`config.mk`:
```
export PLATFORM = sky130hd
export DESIGN_NAME = vend_controller_flat
export DESIGN_NICKNAME = d
export VERILOG_FILES = /design/src/rtl/vend_controller_if.sv /design/src/rtl/vend_controller.sv /design/src/flat_wrapper.sv
export SDC_FILE = /design/constraint.sdc
export NUM_CORES = 1
export LEC_CHECK = 0
export CAP_MARGIN = 20
export CORE_MARGIN = 2
export CORE_UTILIZATION = 53
export CTS_BUF_LIST = sky130_fd_sc_hd__clkbuf_4
export DETAILED_ROUTE_END_ITERATION = 8
export PLACE_DENSITY = 0.9
export SYNTH_ARGS = -nofsm -noshare
export SYNTH_HDL_FRONTEND = slang
export SYNTH_SLANG_ARGS = --single-unit
```
`constraint.sdc`:
```
create_clock -name clk -period 4.6 [get_ports clk]
set_clock_uncertainty 0.2 [all_clocks]
set_input_delay 0.92 -clock clk [delete_from_list [all_inputs] [get_ports clk]]
set_output_delay 0.92 -clock clk [all_outputs]
set_load 0.01 [all_outputs]
```
`src/rtl/vend_controller_if.sv`:
```
// vend_controller_if: coin/select request inputs and vend/change/status outputs of the vending controller.
interface vend_controller_if;
  logic dollar, quarter, dime, nickel, select_valid, cancel;
  logic [1:0] select, item_out;
  logic [8:0] balance;
  logic vend, insufficient, coin_return, change_q, change_d, change_n, busy;
  modport master(
    output dollar, quarter, dime, nickel, select_valid, select, cancel,
    input balance, vend, item_out, insufficient, coin_return, change_q, change_d, change_n, busy
  );
  modport slave(
    input dollar, quarter, dime, nickel, select_valid, select, cancel,
    output balance, vend, item_out, insufficient, coin_return, change_q, change_d, change_n, busy
  );
endinterface

```
`src/rtl/vend_controller.sv`:
```
// vend_controller: coin-credit vending FSM with largest-first change; VEND_AUTO_CHANGE_EN refunds leftover credit after each vend.
module vend_controller #(
  parameter logic [8:0] PRICE0 = 9'd100,
  parameter logic [8:0] PRICE1 = 9'd125,
  parameter logic [8:0] PRICE2 = 9'd150,
  parameter logic [8:0] PRICE3 = 9'd75,
  parameter logic [8:0] MAX_BALANCE = 9'd500
) (
  input logic clk,
  input logic reset,
  vend_controller_if.slave bus
);
  localparam logic [1:0] IDLE = 2'd0, COLLECT = 2'd1, VEND = 2'd2, CHANGE = 2'd3;
  logic [1:0] state, state_n, post_vend;
  logic [8:0] sum, credit, price, give, bal_n;
  logic open, over, accept, sel, afford, vend_n;
  always_comb begin
    sum = (bus.dollar ? 9'd100 : 9'd0) + (bus.quarter ? 9'd25 : 9'd0) + (bus.dime ? 9'd10 : 9'd0) + (bus.nickel ? 9'd5 : 9'd0);
    open = state == IDLE || state == COLLECT;
    over = {1'b0, bus.balance} + {1'b0, sum} > {1'b0, MAX_BALANCE};
    accept = open && sum != 9'd0 && !over;
    credit = accept ? bus.balance + sum : bus.balance;
    price = bus.select == 2'd0 ? PRICE0 : bus.select == 2'd1 ? PRICE1 : bus.select == 2'd2 ? PRICE2 : PRICE3;
    afford = bus.balance >= price;
    sel = state == COLLECT && !bus.cancel && bus.select_valid;
    vend_n = sel && afford;
    give = state != CHANGE ? 9'd0 : bus.balance >= 9'd25 ? 9'd25 : bus.balance >= 9'd10 ? 9'd10 : bus.balance >= 9'd5 ? 9'd5 : 9'd0;
    bal_n = state == CHANGE ? bus.balance - give : vend_n ? credit - price : credit;
    state_n = state == IDLE ? (accept ? COLLECT : IDLE)
            : state == COLLECT ? (bus.cancel ? CHANGE : vend_n ? VEND : COLLECT)
            : state == VEND ? post_vend
            : (bus.balance == 9'd0 ? IDLE : CHANGE);
  end
`ifdef VEND_AUTO_CHANGE_EN
  assign post_vend = CHANGE;
`else
  assign post_vend = bus.balance != 9'd0 ? COLLECT : IDLE;
`endif
  assign bus.busy = state == VEND || state == CHANGE;
  always_ff @(posedge clk or posedge reset)
    if (reset) begin
      state <= IDLE;
      bus.balance <= 9'd0;
      bus.vend <= 1'b0;
      bus.item_out <= 2'd0;
      bus.insufficient <= 1'b0;
      bus.coin_return <= 1'b0;
      bus.change_q <= 1'b0;
      bus.change_d <= 1'b0;
      bus.change_n <= 1'b0;
    end else begin
      state <= state_n;
      bus.balance <= bal_n;
      bus.vend <= vend_n;
      if (vend_n) bus.item_out <= bus.select;
      bus.insufficient <= sel && !afford;
      bus.coin_return <= sum != 9'd0 && !accept;
      bus.change_q <= give == 9'd25;
      bus.change_d <= give == 9'd10;
      bus.change_n <= give == 9'd5;
    end
endmodule

```
`src/flat_wrapper.sv`:
```
// flat-port wrapper written by rule: the top's interface ports become plain ports
module vend_controller_flat 
#(
  parameter logic [8:0] PRICE0 = 9'd100,
  parameter logic [8:0] PRICE1 = 9'd125,
  parameter logic [8:0] PRICE2 = 9'd150,
  parameter logic [8:0] PRICE3 = 9'd75,
  parameter logic [8:0] MAX_BALANCE = 9'd500
)
  (clk, reset, bus_dollar, bus_quarter, bus_dime, bus_nickel, bus_select_valid, bus_select, bus_cancel, bus_balance, bus_vend, bus_item_out, bus_insufficient, bus_coin_return, bus_change_q, bus_change_d, bus_change_n, bus_busy);
  vend_controller_if bus_i ();
  input logic clk;
  input logic reset;
  input wire logic [$bits(bus_i.dollar)-1:0] bus_dollar;
  input wire logic [$bits(bus_i.quarter)-1:0] bus_quarter;
  input wire logic [$bits(bus_i.dime)-1:0] bus_dime;
  input wire logic [$bits(bus_i.nickel)-1:0] bus_nickel;
  input wire logic [$bits(bus_i.select_valid)-1:0] bus_select_valid;
  input wire logic [$bits(bus_i.select)-1:0] bus_select;
  input wire logic [$bits(bus_i.cancel)-1:0] bus_cancel;
  output wire logic [$bits(bus_i.balance)-1:0] bus_balance;
  output wire logic [$bits(bus_i.vend)-1:0] bus_vend;
  output wire logic [$bits(bus_i.item_out)-1:0] bus_item_out;
  output wire logic [$bits(bus_i.insufficient)-1:0] bus_insufficient;
  output wire logic [$bits(bus_i.coin_return)-1:0] bus_coin_return;
  output wire logic [$bits(bus_i.change_q)-1:0] bus_change_q;
  output wire logic [$bits(bus_i.change_d)-1:0] bus_change_d;
  output wire logic [$bits(bus_i.change_n)-1:0] bus_change_n;
  output wire logic [$bits(bus_i.busy)-1:0] bus_busy;
  assign bus_i.dollar = bus_dollar;
  assign bus_i.quarter = bus_quarter;
  assign bus_i.dime = bus_dime;
  assign bus_i.nickel = bus_nickel;
  assign bus_i.select_valid = bus_select_valid;
  assign bus_i.select = bus_select;
  assign bus_i.cancel = bus_cancel;
  assign bus_balance = bus_i.balance;
  assign bus_vend = bus_i.vend;
  assign bus_item_out = bus_i.item_out;
  assign bus_insufficient = bus_i.insufficient;
  assign bus_coin_return = bus_i.coin_return;
  assign bus_change_q = bus_i.change_q;
  assign bus_change_d = bus_i.change_d;
  assign bus_change_n = bus_i.change_n;
  assign bus_busy = bus_i.busy;
  vend_controller #(.PRICE0(PRICE0), .PRICE1(PRICE1), .PRICE2(PRICE2), .PRICE3(PRICE3), .MAX_BALANCE(MAX_BALANCE)) u_core (.clk(clk), .reset(reset), .bus(bus_i));
endmodule
```
After elaboration in Yosys (flattened, before gate mapping):

Cells that the tools add are included.

* add/subtract/negate cells: 7
* eq/ne operators: 9
* muxes and demuxes: 22
* order comparisons: 5
* reduce and logical (&&, ||, !) cells: 18

Operators with widths (count)
* 2-to-1 mux 9 bit: 8
* adder 9 bit: 4
* nonzero test 9 bit: 2
* subtractor 9 bit: 2
* 2-to-1 mux 2 bit: 6
* adder 9 x 9 -> 10 bit: 1
* > comparator 10 x 9 -> 1 bit (second input constant): 1
* == test 9 x 3 -> 1 bit (second input constant): 1
* == test 9 x 4 -> 1 bit (second input constant): 1
* == test 9 x 5 -> 1 bit (second input constant): 1
* greater-or-equal comparator 9 x 3 -> 1 bit (second input constant): 1
* greater-or-equal comparator 9 x 4 -> 1 bit (second input constant): 1
* greater-or-equal comparator 9 x 5 -> 1 bit (second input constant): 1
* greater-or-equal comparator 9 bit: 1
* logical NOT 9 bit: 1
* 2-to-1 mux 8 bit: 1
* logical AND 1 bit: 7
* 2-to-1 mux 7 bit: 1
* == test 2 bit (second input constant): 3
* 2-to-1 mux 3 bit: 2
* 2-to-1 mux 5 bit: 1
* == test 2 x 1 -> 1 bit (second input constant): 2
* logical NOT 1 bit: 4
* logical NOT 2 bit: 2
* 4 further kinds: 6

* input port bits: 10
* output and inout port bits: 18
* register bits: 19

Depth between registers and ports, before layout:

* depth in word-level cells: 12
* gate-level depth with buffers: 25

Worst setup path before layout:

OpenSTA, ideal clock, no wires.

* path kind: input port to flip-flop
* start: input port bus_nickel
* end: register u_core.bus.balance[8]
* data arrival time: 5.550 ns
* library setup time: 0.111 ns
* cell stages on the path: 25
* setup slack: -1.261 ns
* path buffers: 1
* path through: ha_1 -> ha_1 -> a21oi_1 -> o21bai_1 -> xnor2_1 -> inv_1 -> ha_1 -> a2111oi_2 -> o21ai_1 -> a21o_2 -> a221oi_4 -> o41ai_4 -> buf_6 -> nor2_1 -> a21oi_1 -> ha_1 -> fa_1 -> nor2b_1 -> o31a_1 -> o21ai_0 -> nand2b_1 -> a221o_1 -> o22ai_1 -> and2_1 -> a2111oi_2

* longest elaborated chain between the ends: 10

RTL lines
* from (decl): line flat_wrapper.sv:17 `input wire logic [$bits(bus_i.nickel)-1:0] bus_nickel;`
* 2-to-1 mux 3 bit (*): line vend_controller.sv:18 `sum = (bus.dollar ? 9'd100 : 9'd0) + (bus.quarter ? 9'd25 : 9'd0) + (bus.dime ? 9'd10 : 9'd0) + (bus.nickel ? ...`
* adder 9 bit (*): line vend_controller.sv:18
* adder 9 x 9 -> 10 bit: line vend_controller.sv:20 `over = {1'b0, bus.balance} + {1'b0, sum} > {1'b0, MAX_BALANCE};`
* > comparator 10 x 9 -> 1 bit: line vend_controller.sv:20
* logical NOT 1 bit: line vend_controller.sv:21 `accept = open && sum != 9'd0 && !over;`
* logical AND 1 bit: line vend_controller.sv:21
* 2-to-1 mux 9 bit (*): line vend_controller.sv:22 `credit = accept ? bus.balance + sum : bus.balance;`
* subtractor 9 bit: line vend_controller.sv:28 `bal_n = state == CHANGE ? bus.balance - give : vend_n ? credit - price : credit;`
* 2-to-1 mux 9 bit (*) (2 in a row): line vend_controller.sv:28
* net u_core.bal_n[8]: line vend_controller.sv:15 `logic [8:0] sum, credit, price, give, bal_n;`
* to (signal assigned): line vend_controller.sv:53 `bus.balance <= bal_n;`
* to (decl): line vend_controller_if.sv:13 `output balance, vend, item_out, insufficient, coin_return, change_q, change_d, change_n, busy`

The timed path passes the listed nets; every way through them passes the cells marked *.
A chain may end at the register's enable or synchronous reset.

Final worst setup path:

Same ends and word-level chain as after synthesis.

==> implementation parameters <==
Parameter                              Value

Status
  Result of the run ... complete, but fails checks
  Violations in the final reports ... negative setup slack

Layout
  Area added between synthesis and finish ... 47.5%
  Antenna Cells ... 0
  Flip-flop count of the largest register after layout ... 9
  Post-route cell area ... approximately 3500 µm²
  Leading registers by flop count ... u_core.bus.balance x9, u_core.bus.item_out x2, u_core.state x2
  Share of cells above drive strength 1 ... 0.369
  Nets@finish ... between 400 and 500
  Register ranked first by flip-flop count ... u_core.bus.balance

Clock tree
  Clock Sink Count ... 19
  Clock root buffer master ... sky130_fd_sc_hd__clkbuf_4
  Worst skew pair latency ... ~0.32 ns
  Number of H-tree levels ... 1
  Buffers from clock root to sink, at most ... 2
  # hold bufs at CTS ... 0
  Clock buffers created by TritonCTS ... 3
  TritonCTS clock tree ... built
  Clock Pin Slew Worst Setup and Hold Paths ... ~0.12 ns

Critical path
  Critical path startpoint ... bus_nickel
  R2R depth ... 23
  Setup slack, reg-to-reg ... -0.41 ns
  Startpoint of the lowest-slack register-to-register path ... u_core.bus.balance[0]
  CP Launch Type ... input port
  Data arrival time at the worst-slack endpoint ... roughly 5.8 ns
  Reg-to-reg endpoint ... u_core.bus.balance[8]
  Crit Path Max Fanout ... 3
  Worst setup path category ... input port to register
  CP Capture Type ... register
  Required @ worst endpoint ... between 4 and 5 ns
  Capturing element of the worst setup path ... u_core.bus.balance[8]

Power
  Leakage power figure ... ~1.6 nW
  Net switching component of the power ... ~1.5 mW
  Total power divided by cell area ... just over 900 nW/µm²
  Switching part of the total power ... 0.471
  Worst vdd ir ... between 0.0005 and 0.0006 V
  Clk pwr share ... 0.028
  Relative contribution of sequential cells to total power ... 0.097
  Share of total power in combinational logic ... 0.874
  Total power of the final layout ... ~3.2 mW
  Power Internal ... 1.71 mW

Drt
  DR vias ... 2615
  Remaining routing DRC violations ... 0
  Remaining number of nets flagged by the antenna check after routing ... 0
  Total wire length after detailed routing ... slightly above 8 mm
  Routed wirelength normalized by instance count ... 20.1 µm
  Detailed Routing Iterations Pass 1 ... 5
  Post-DR vias/cell ... about 6.3
  Initial drt markers ... approximately 270

Timing
  Hold Fails Final Rpt ... 0
  Final count of negative-setup-slack endpoints ... 8
  Final Max Tran Viols ... 0
  RSZ-0062 raised after global routing ... yes
  Time the final worst path needs with I/O delays and setup ... roughly 5.7 ns
  TNS Setup ... -5.65 ns
  Slew at the pin closest to its max-slew limit ... between 0.7 and 0.8 ns
  Worst path setup slack after routing ... -1.14 ns
  Final Cycle Share ... 1.25
  Worst slew margin relative to its limit ... 0.490
  Maximum operating frequency ... 0.174 GHz

Synthesis
  Cell taking the most area after synthesis ... sky130_fd_sc_hd__ha_1
  Post-synthesis average cell area ... around 9 µm²
  Commonest cells in the synthesized netlist ... sky130_fd_sc_hd__ha_1, sky130_fd_sc_hd__inv_1, sky130_fd_sc_hd__dfrtp_1
  Fraction of the mapped netlist area in compound gates ... 0.253
  Largest cells by area after synthesis ... sky130_fd_sc_hd__ha_1, sky130_fd_sc_hd__dfrtp_1, sky130_fd_sc_hd__xnor2_1
  Number of enable-type register cells in the synthesized netlist ... 0
  Share of synthesized flip-flops with an asynchronous set or reset ... 1.00
  Post-synthesis instance area ... around 2400 µm²
  Most repeated cell in the gate-level netlist after synthesis ... sky130_fd_sc_hd__ha_1
  Fraction of the mapped netlist area in adder cells ... 0.228
  Count of unique library cells instantiated by Yosys ... 56
  Post-Synth Simple-Gate Area ... 0.165
  Largest family of logic cells by synthesized area ... compound AO/OA/AOI/OAI gates
  Count of warnings emitted by yosys ... 0
  Synth Instances ... about 270
  Sequential area share after synthesis ... 0.198
  Multiplexer fraction of the synthesized cell area ... 0.0370
  Most instantiated flip-flop cell in the synthesis netlist ... sky130_fd_sc_hd__dfrtp_1
  Xor and xnor fraction of the mapped netlist area ... 0.0692
  Yosys top cell area share ... 0.203
  Number of synthesized register bits ... 19
  Post-Syn Nets ... between 300 and 400

Floorplanning
  Initial core utilization ... 0.552
  I/O pin count ... 28
  Die Y-Extent ... between 70 and 80 µm
  Area of the placeable core ... 4350 µm²
  Area of the die ... around 5100 µm²
  Number of cell rows ... 24
  Chip width ... 71.3 µm

Global route
  Global route overflow ... 0
  Antenna violations before repair ... 0
  Pin count of the biggest net entering global routing ... 20
  Vias in the first global route ... about 2700
  GRT Resource Usage Total ... 0.314
  First-pass GRT wire length ... about 13 mm

Placed design
  Placer's final routability congestion estimate ... 0.947
  Buffers added on ports ... 27
  Detailed Place HPWL ... between 5 and 6 mm
  Worst setup slack before clock tree synthesis ... -1.86 ns
  Placed instance area ... 3240 µm²

Worst hold path
  Min-delay worst type ... register to register
  Hold Startpoint ... u_core.bus.item_out[1]

Flow run
  Max-capacitance violation count ... 0
per-stage QoR:
step,util,hold slack [ns],std cells
3_5_place_dp,0.744,0.295,393
4_1_cts,0.781,0.322,406
5_1_grt,0.814,0.363,412
3_3_place_gp,0.744,0.292,393
6_report,0.814,0.319,412
2_1_floorplan,-,0.347,266
final cells by class:
class                   instances  area (µm²)
fillers                       233         810
repair buffers                 95         815
multi-input cells             221        2080
flip-flops and latches         19         475
clock inverters                 1        5.00
clock buffers                   3        22.5
inverters                      21        78.8
well taps                      52        65.1
what timing repair did:
action | 4_1_cts | 5_1_grt
cloned | 0 | 0
setup buffers | 10 | 7
setup endpoints to repair | 9 | 8
hold endpoints to repair | 0 | 0
pin swaps | 21 | 16
resized for setup | 33 | 19
critical path, cell delays in order:
cell                        delay, ns
sky130_fd_sc_hd__buf_8           0.11
sky130_fd_sc_hd__ha_4            0.16
sky130_fd_sc_hd__ha_4            0.16
sky130_fd_sc_hd__a21oi_4         0.16
sky130_fd_sc_hd__o21bai_4        0.08
sky130_fd_sc_hd__xnor2_2         0.23
sky130_fd_sc_hd__inv_2           0.10
sky130_fd_sc_hd__ha_4            0.27
sky130_fd_sc_hd__o211ai_1        0.14
sky130_fd_sc_hd__o21ai_2         0.23
sky130_fd_sc_hd__xor2_2          0.20
sky130_fd_sc_hd__o2111ai_2       0.20
sky130_fd_sc_hd__o41ai_4         0.48
sky130_fd_sc_hd__buf_6           0.18
sky130_fd_sc_hd__nor2_4          0.04
sky130_fd_sc_hd__a21oi_4         0.13
sky130_fd_sc_hd__ha_2            0.21
sky130_fd_sc_hd__fa_2            0.25
sky130_fd_sc_hd__nor2b_4         0.05
sky130_fd_sc_hd__o31a_1          0.32
sky130_fd_sc_hd__o21ai_1         0.18
sky130_fd_sc_hd__nand2b_1        0.12
sky130_fd_sc_hd__a221o_1         0.36
sky130_fd_sc_hd__buf_6           0.15
sky130_fd_sc_hd__o22ai_2         0.09
sky130_fd_sc_hd__and2_4          0.18
sky130_fd_sc_hd__a2111oi_4       0.05
cells in the final DEF, fill, tap and decap left out, types with 3 or more instances in the layout:
cell type / Yosys / final
sky130_fd_sc_hd__mux2_2: 3 / 3
sky130_fd_sc_hd__inv_1: 21 / 20
sky130_fd_sc_hd__o21ai_0: 17 / 13
sky130_fd_sc_hd__nor3_1: 7 / 6
sky130_fd_sc_hd__a21oi_2: 1 / 4
sky130_fd_sc_hd__nor2b_1: 9 / 8
sky130_fd_sc_hd__ha_4: 0 / 9
sky130_fd_sc_hd__clkdlybuf4s50_1: 0 / 23
sky130_fd_sc_hd__buf_6: 2 / 9
sky130_fd_sc_hd__mux2_4: 3 / 3
sky130_fd_sc_hd__a21o_1: 6 / 6
sky130_fd_sc_hd__dfrtp_1: 19 / 19
sky130_fd_sc_hd__a21oi_1: 18 / 12
sky130_fd_sc_hd__xnor2_1: 13 / 11
sky130_fd_sc_hd__ha_1: 39 / 28
sky130_fd_sc_hd__clkbuf_4: 0 / 3
sky130_fd_sc_hd__a221o_1: 3 / 3
sky130_fd_sc_hd__a21oi_4: 0 / 3
sky130_fd_sc_hd__nand3_1: 3 / 3
sky130_fd_sc_hd__xor2_1: 6 / 5
sky130_fd_sc_hd__nand2_1: 13 / 13
sky130_fd_sc_hd__a211oi_1: 3 / 3
sky130_fd_sc_hd__a21boi_0: 4 / 4
sky130_fd_sc_hd__nor2_1: 16 / 15
sky130_fd_sc_hd__o21a_1: 5 / 5
sky130_fd_sc_hd__nand2b_1: 5 / 5
sky130_fd_sc_hd__or3_1: 4 / 3
sky130_fd_sc_hd__o21ai_2: 0 / 3
sky130_fd_sc_hd__buf_4: 2 / 59
worst min path at each step:
stage / end / slack, ns / depth (start not counted)
6_report: u_core.bus.item_out[1] / 0.32 / 1
3_5_place_dp: u_core.bus.item_out[1] / 0.30 / 1
5_1_grt: u_core.bus.item_out[1] / 0.36 / 1
2_1_floorplan: u_core.state[1] / 0.35 / 1
4_1_cts: u_core.bus.item_out[1] / 0.32 / 1
3_3_place_gp: u_core.bus.item_out[1] / 0.29 / 1
power by group through the flow:
| stage | Clock [mW] | Sequential [mW] | Combinational, mW |
|---|---|---|---|
| after floorplan | 0 | 0.359 | 1.46 |
| after global placement | 0 | 0.310 | 2.24 |
| after detailed placement | 0 | 0.314 | 2.35 |
| after CTS | 0.0903 | 0.310 | 2.51 |
| after global routing | 0.105 | 0.322 | 3.00 |
| final | 0.0918 | 0.315 | 2.83 |
cell families (layout without fill, tap and decap cells):
kind of cell | after synthesis | count (layout)
compound gates | 80 | 80
xor+xnor | 19 | 19
fa+ha+maj | 42 | 42
buf+inv | 26 | 120
flops | 19 | 19
mux | 7 | 7
simple gates | 73 | 73
per-layer routing:
layer	routed length [µm]	vias up	GRT usage	share of wire
li1	-	1163	-	-
met1	3190	1250	0.378	0.39
met2	4100	153	0.559	0.50
met3	616	49	0.0549	0.075
met4	355	0	0.111	0.043
met5	0	-	0	0
No activity file was read; power rests on OpenSTA's default activity.
